File: config.mk
export PLATFORM = sky130hd
export DESIGN_NAME = sram64_port_arbiter
export DESIGN_NICKNAME = d
export VERILOG_FILES = /design/src/rtl/sram64_port_arbiter.sv
export SDC_FILE = /design/constraint.sdc
export NUM_CORES = 1
export LEC_CHECK = 0
export ABC_AREA = 1
export CORE_AREA = 2 2 235 237
export CTS_CLUSTER_DIAMETER = 100
export DETAILED_ROUTE_END_ITERATION = 8
export DIE_AREA = 0 0 237 239
export PLACE_DENSITY = 0.3
export SYNTH_ARGS = -nofsm -noshare
export SYNTH_HDL_FRONTEND = slang
export SYNTH_SLANG_ARGS = --single-unit
File: constraint.sdc
create_clock -name clka -period 1.49 [get_ports clka]
set_input_delay 0.298 -clock clka [delete_from_list [all_inputs] [get_ports clka]]
set_output_delay 0.298 -clock clka [all_outputs]
set_load 0.02 [all_outputs]
File: src/rtl/sram64_port_arbiter.sv
// Two-port round-robin arbiter in front of a single-port fixed-latency SRAM slave.
// Responses are steered back to the issuing port through a latency-matched tag pipe.
module sram64_port_arbiter #(
  parameter int READ_LATENCY = 1,
  parameter int ADDR_W       = 64
) (
  input  logic              clka,
  input  logic              rstn,
  input  logic              m0_req,
  input  logic [ADDR_W-1:0] m0_addr,
  input  logic [63:0]       m0_wdata,
  input  logic [7:0]        m0_wstrb,
  output logic              m0_gnt,
  output logic              m0_rvalid,
  output logic [63:0]       m0_rdata,
  input  logic              m1_req,
  input  logic [ADDR_W-1:0] m1_addr,
  input  logic [63:0]       m1_wdata,
  input  logic [7:0]        m1_wstrb,
  output logic              m1_gnt,
  output logic              m1_rvalid,
  output logic [63:0]       m1_rdata,
  output logic              ena,
  output logic [7:0]        wea,
  output logic [ADDR_W-1:0] addra,
  output logic [63:0]       dina,
  input  logic [63:0]       douta
);

  // prio_q: 0 favours port 0, 1 favours port 1 when both request
  logic                    prio_q, prio_d;
  logic [READ_LATENCY-1:0] vld_q, vld_d;
  logic [READ_LATENCY-1:0] own_q, own_d;
  logic                    rsp_valid;

  // Grant selection, slave issue mux and pointer update
  always_comb begin
    m0_gnt = rstn & m0_req & (~m1_req | ~prio_q);
    m1_gnt = rstn & m1_req & (~m0_req | prio_q);
    if (m0_gnt) begin
      ena    = 1'b1;
      wea    = m0_wstrb;
      addra  = m0_addr;
      dina   = m0_wdata;
      prio_d = 1'b1;
    end else if (m1_gnt) begin
      ena    = 1'b1;
      wea    = m1_wstrb;
      addra  = m1_addr;
      dina   = m1_wdata;
      prio_d = 1'b0;
    end else begin
      ena    = 1'b0;
      wea    = 8'h00;
      addra  = {ADDR_W{1'b0}};
      dina   = 64'd0;
      prio_d = prio_q;
    end
  end

  // Response tag pipe: stage 0 captures this cycle's accept and its owner
  always_comb begin
    vld_d    = vld_q;
    own_d    = own_q;
    vld_d[0] = m0_gnt | m1_gnt;
    own_d[0] = m1_gnt;
    for (int i = 1; i < READ_LATENCY; i++) begin
      vld_d[i] = vld_q[i-1];
      own_d[i] = own_q[i-1];
    end
  end

  // Last pipe stage lines up with douta; gated by rstn so nothing leaks during reset
  always_comb begin
    rsp_valid = rstn & vld_q[READ_LATENCY-1];
    m0_rvalid = rsp_valid & ~own_q[READ_LATENCY-1];
    m1_rvalid = rsp_valid &  own_q[READ_LATENCY-1];
    if (m0_rvalid) begin
      m0_rdata = douta;
    end else begin
      m0_rdata = 64'd0;
    end
    if (m1_rvalid) begin
      m1_rdata = douta;
    end else begin
      m1_rdata = 64'd0;
    end
  end

  // State registers; reset discards every in-flight response
  always_ff @(posedge clka) begin
    if (!rstn) begin
      prio_q <= 1'b0;
      vld_q  <= {READ_LATENCY{1'b0}};
      own_q  <= {READ_LATENCY{1'b0}};
    end else begin
      prio_q <= prio_d;
      vld_q  <= vld_d;
      own_q  <= own_d;
    end
  end

endmodule
==> results.py <==
metrics = {
    "floorplan": {
        "core_sq_um": 54340,
        "die_h_um": 239,
        "dieArea_sq_um": 56640,
        "die_w_um": 237,
        "rows": 86,
        "num_io_pins": 609,
        "start_util_pct": 5.706,
    },
    "final_layout": {
        "drive_above_1_share_pct": 53.33,
        "n_fill_cell": 6050,
        "multi_input_area_sq_um": 3989,
        "area_growth_pct": 348.5,
        "fin_nets": 1753,
        "finalInstanceArea_sq_um": 13910,
        "final-seq-area_sq_um": 62.56,
        "antenna_cells": 0,
    },
    "placed_design": {
        "portBuffers": 608,
        "place_ws_ps": -1199,
        "gp_congestion": 0.8399,
        "dp_hpwl_um": 29230,
        "dpl_cell_area_sq_um": 10740,
    },
    "worst_setup_path": {
        "ff2ff_path_depth": 6,
        "worst_setup_path_end_kind": "output port",
        "reg2reg_to": "prio_q$_SDFFE_PN0P_",
        "worstPathArrival_ps": 1500,
        "startpoint_type": "flip-flop",
        "crit_slowest_cell": "dfxtp_2",
        "rr_startpoint": "prio_q$_SDFFE_PN0P_",
        "worstSetupPathType": "flip-flop to output port",
        "path_depth": 8,
        "crit_chain": "nand2_2 > nor2_4 > inv_6 > buf_12 > buf_16 > buf_12 > nor2_4 > buf_6",
        "critPathRequiredTime_ps": 1190,
        "max_stage_delay_ps": 330,
        "crit_family": "buffers and inverters",
        "worst-path-max-fanout": 6,
        "critical_path_buf_inv_count": 5,
        "rrSetupSlack_ps": 450,
    },
    "routing": {
        "vias": 7730,
        "ant_nets": 0,
        "drt_iter0_markers": 247,
        "routed_wl_um": 40580,
        "via_per_inst": 3.653,
        "drc": 0,
        "wl_per_cell_um": 19.18,
        "first_pass_iters": 5,
    },
    "synth": {
        "yosysTopAreaCellShare_pct": 44.07,
        "ys_ff_latch": 3,
        "avgSynthCellArea_sq_um": 4.468,
        "ys_warn_count": 0,
        "synth_area_sq_um": 3100,
        "synthAdderAreaFrac_pct": 0,
        "synth_cell_types": 14,
        "yosys.area.top_type": "nand3_1",
        "synth_nets": 1034,
        "synth_top_family_by_area": "simple AND/OR/NAND/NOR gates",
        "ys_seq_area_share_pct": 1.937,
        "synth_xor_area_share_pct": 0,
        "ys_top_cells_by_area": "nand3_1 44%, nand2_1 17%, nor2_1 16%",
        "synthSimpleGateAreaFrac_pct": 77.60,
        "muxShareOfSynthArea_pct": 0,
        "synth_compound_area_share_pct": 0.4843,
        "netlist_instances": 694,
    },
    "power_and_ir_drop": {
        "power_mw": 4.732,
        "p_leak_nw": 6.217,
        "intPower_mw": 2.724,
        "switching_share_pct": 42.43,
        "p_sw_mw": 2.008,
        "share_comb_of_total_power_pct": 89.1,
        "clockPowerShare_pct": 8.9,
        "power_frac_seq_pct": 2.0,
        "vdd_drop_max_v": 0.0002688,
        "powerDensity_nw_per_um2": 340.3,
    },
    "timing": {
        "skew_ps": 0.1438,
        "drv_slew": 0,
        "whs_ps": 385.6,
        "fmax_mhz": 555.8,
        "setup_slack_ps": -309.1,
        "worst_pin_slew_ps": 241.8,
        "period_needed_ps": 1799,
        "finalHoldViolations": 0,
        "final-setup-viol-count": 264,
        "grt_setup_unrepaired": "yes",
        "min_period_over_period_pct": 120.7,
        "relSlewSlack_pct": 83.86,
    },
    "clocking": {
        "ctsHtreeMaxLevel": 1,
        "numCtsBuffers": 3,
        "clkTransAtPathRegs_ps": 30,
        "clockBufferDepth": 2,
        "worstSkewPairLatency_ps": 220,
        "cts_root_buf": "clkbuf_16",
        "clock-sinks": 3,
        "cts_tree": "yes",
        "cts_hold_buffers": 0,
    },
    "hold_path": {
        "hold_class": "primary input to flip-flop",
        "hold_depth": 3,
        "hold_start": "m0_req",
        "whs_endpoint": "prio_q$_SDFFE_PN0P_",
    },
    "status": {
        "outcome": "complete, but fails checks",
        "violations": "negative setup slack",
    },
    "grt": {
        "grt_pass1_wl_um": 52050,
        "grt_max_degree": 39,
        "antenna_found_initial": 0,
        "global_route.overflow_total": 0,
        "grt_usage_pct": 12.46,
        "first_global_vias": 7779,
    },
    "job": {
        "maxCapViolCount": 0,
    },
}
==> area by class of cell <==
class	count	area share (%)
clock buffers	4	0.5669
repair buffers	784	61.96
flip-flops and latches	3	0.4499
multi-input cells	552	28.68
well taps	704	6.334
inverters	69	2.006
==> per-stage QoR <==
stage,TNS (ps),utilization [%],instances
floorplan,0,-,694
finish,-50910,25.59,2116
global route,-66560,25.59,2116
detailed placement,-274320,19.76,2030
global placement,-278190,19.76,2030
CTS,-72590,23.01,2090
==> power by group through the flow <==
| stage | combinational (mW) | sequential [mW] | clock, mW |
|---|---|---|---|
| 2_1_floorplan | 1.08 | 0.0910 | 0 |
| 4_1_cts | 3.86 | 0.0930 | 0.427 |
| 3_5_place_dp | 3.25 | 0.0914 | 0 |
| 3_3_place_gp | 3.28 | 0.0919 | 0 |
| 5_1_grt | 4.45 | 0.0943 | 0.443 |
| 6_report | 4.22 | 0.0938 | 0.422 |
==> worst register-to-register path, stage by stage, from the launching register on <==
cell     delay (ps)
dfxtp_2         320
buf_6           130
buf_12          120
nand2_8         120
buf_4           150
nand2_1          50
nor2_1           70
==> cell families (layout without fill, tap and decap cells) <==
group	Yosys count	in the layout
and+or+nand+nor	548	549
DFF	3	3
AOI/OAI and AO/OA	3	3
buffers and inverters	140	857
==> layout by cell type (no fill, tap or decap) <==
master	count
bufbuf_16	3
nor2_4	59
buf_12	47
a21oi_1	1
nand3_1	148
buf_4	148
clkdlybuf4s50_1	336
nand2_2	91
inv_1	64
inv_2	1
clkbuf_16	11
nand3_4	19
buf_16	14
inv_4	1
clkbuf_1	1
inv_6	2
nor2_2	12
clkbuf_4	1
buf_2	12
inv_8	1
clkbuf_2	2
nor2_1	60
dfxtp_1	1
buf_8	11
dfxtp_2	2
nand3_2	106
buf_6	202
nand2_4	2
a21oi_4	2
nand2_8	4
nand2_1	48
==> state kept, by name (all words and copies together), names as in the netlist <==
signal,count
own_q,1
prio_q,1
vld_q,1
==> routing by layer <==
metal | routed length, um | track usage, % | vias up | part of all wire [%]
li1 | - | - | 3682 | -
met5 | 0 | 0 | - | 0
met4 | 1120 | 3.606 | 0 | 2.8
met3 | 3515 | 3.822 | 41 | 8.7
met2 | 20940 | 23.27 | 423 | 52
met1 | 15010 | 13.45 | 3584 | 37
==> synth_stat cells, drive strengths merged <==
cell and instances:
a21oi 3, buf 58, clkbuf 13, dfxtp 3, inv 69, nand2 144
nand3 273, nor2 131
==> worst max-delay path by stage <==
stage | startpoint | to | slack (ps)
after floorplan | vld_q$_SDFF_PN0_ | m0_rdata[10] | 10
after global placement | rstn | m0_rdata[24] | -1200
after detailed placement | m1_req | dina[16] | -1200
after CTS | prio_q$_SDFFE_PN0P_ | dina[28] | -410
after global routing | prio_q$_SDFFE_PN0P_ | dina[16] | -380
final | vld_q$_SDFF_PN0_ | m0_rdata[6] | -310
==> what timing repair did <==
action | 4_1_cts | 5_1_grt
setup buffers | 35 | 26
gates cloned | 22 | 9
pin swaps | 54 | 108
gates resized for setup | 1146 | 769
setup endpoints to repair | 269 | 268
No activity file was read; power rests on OpenSTA's default activity.
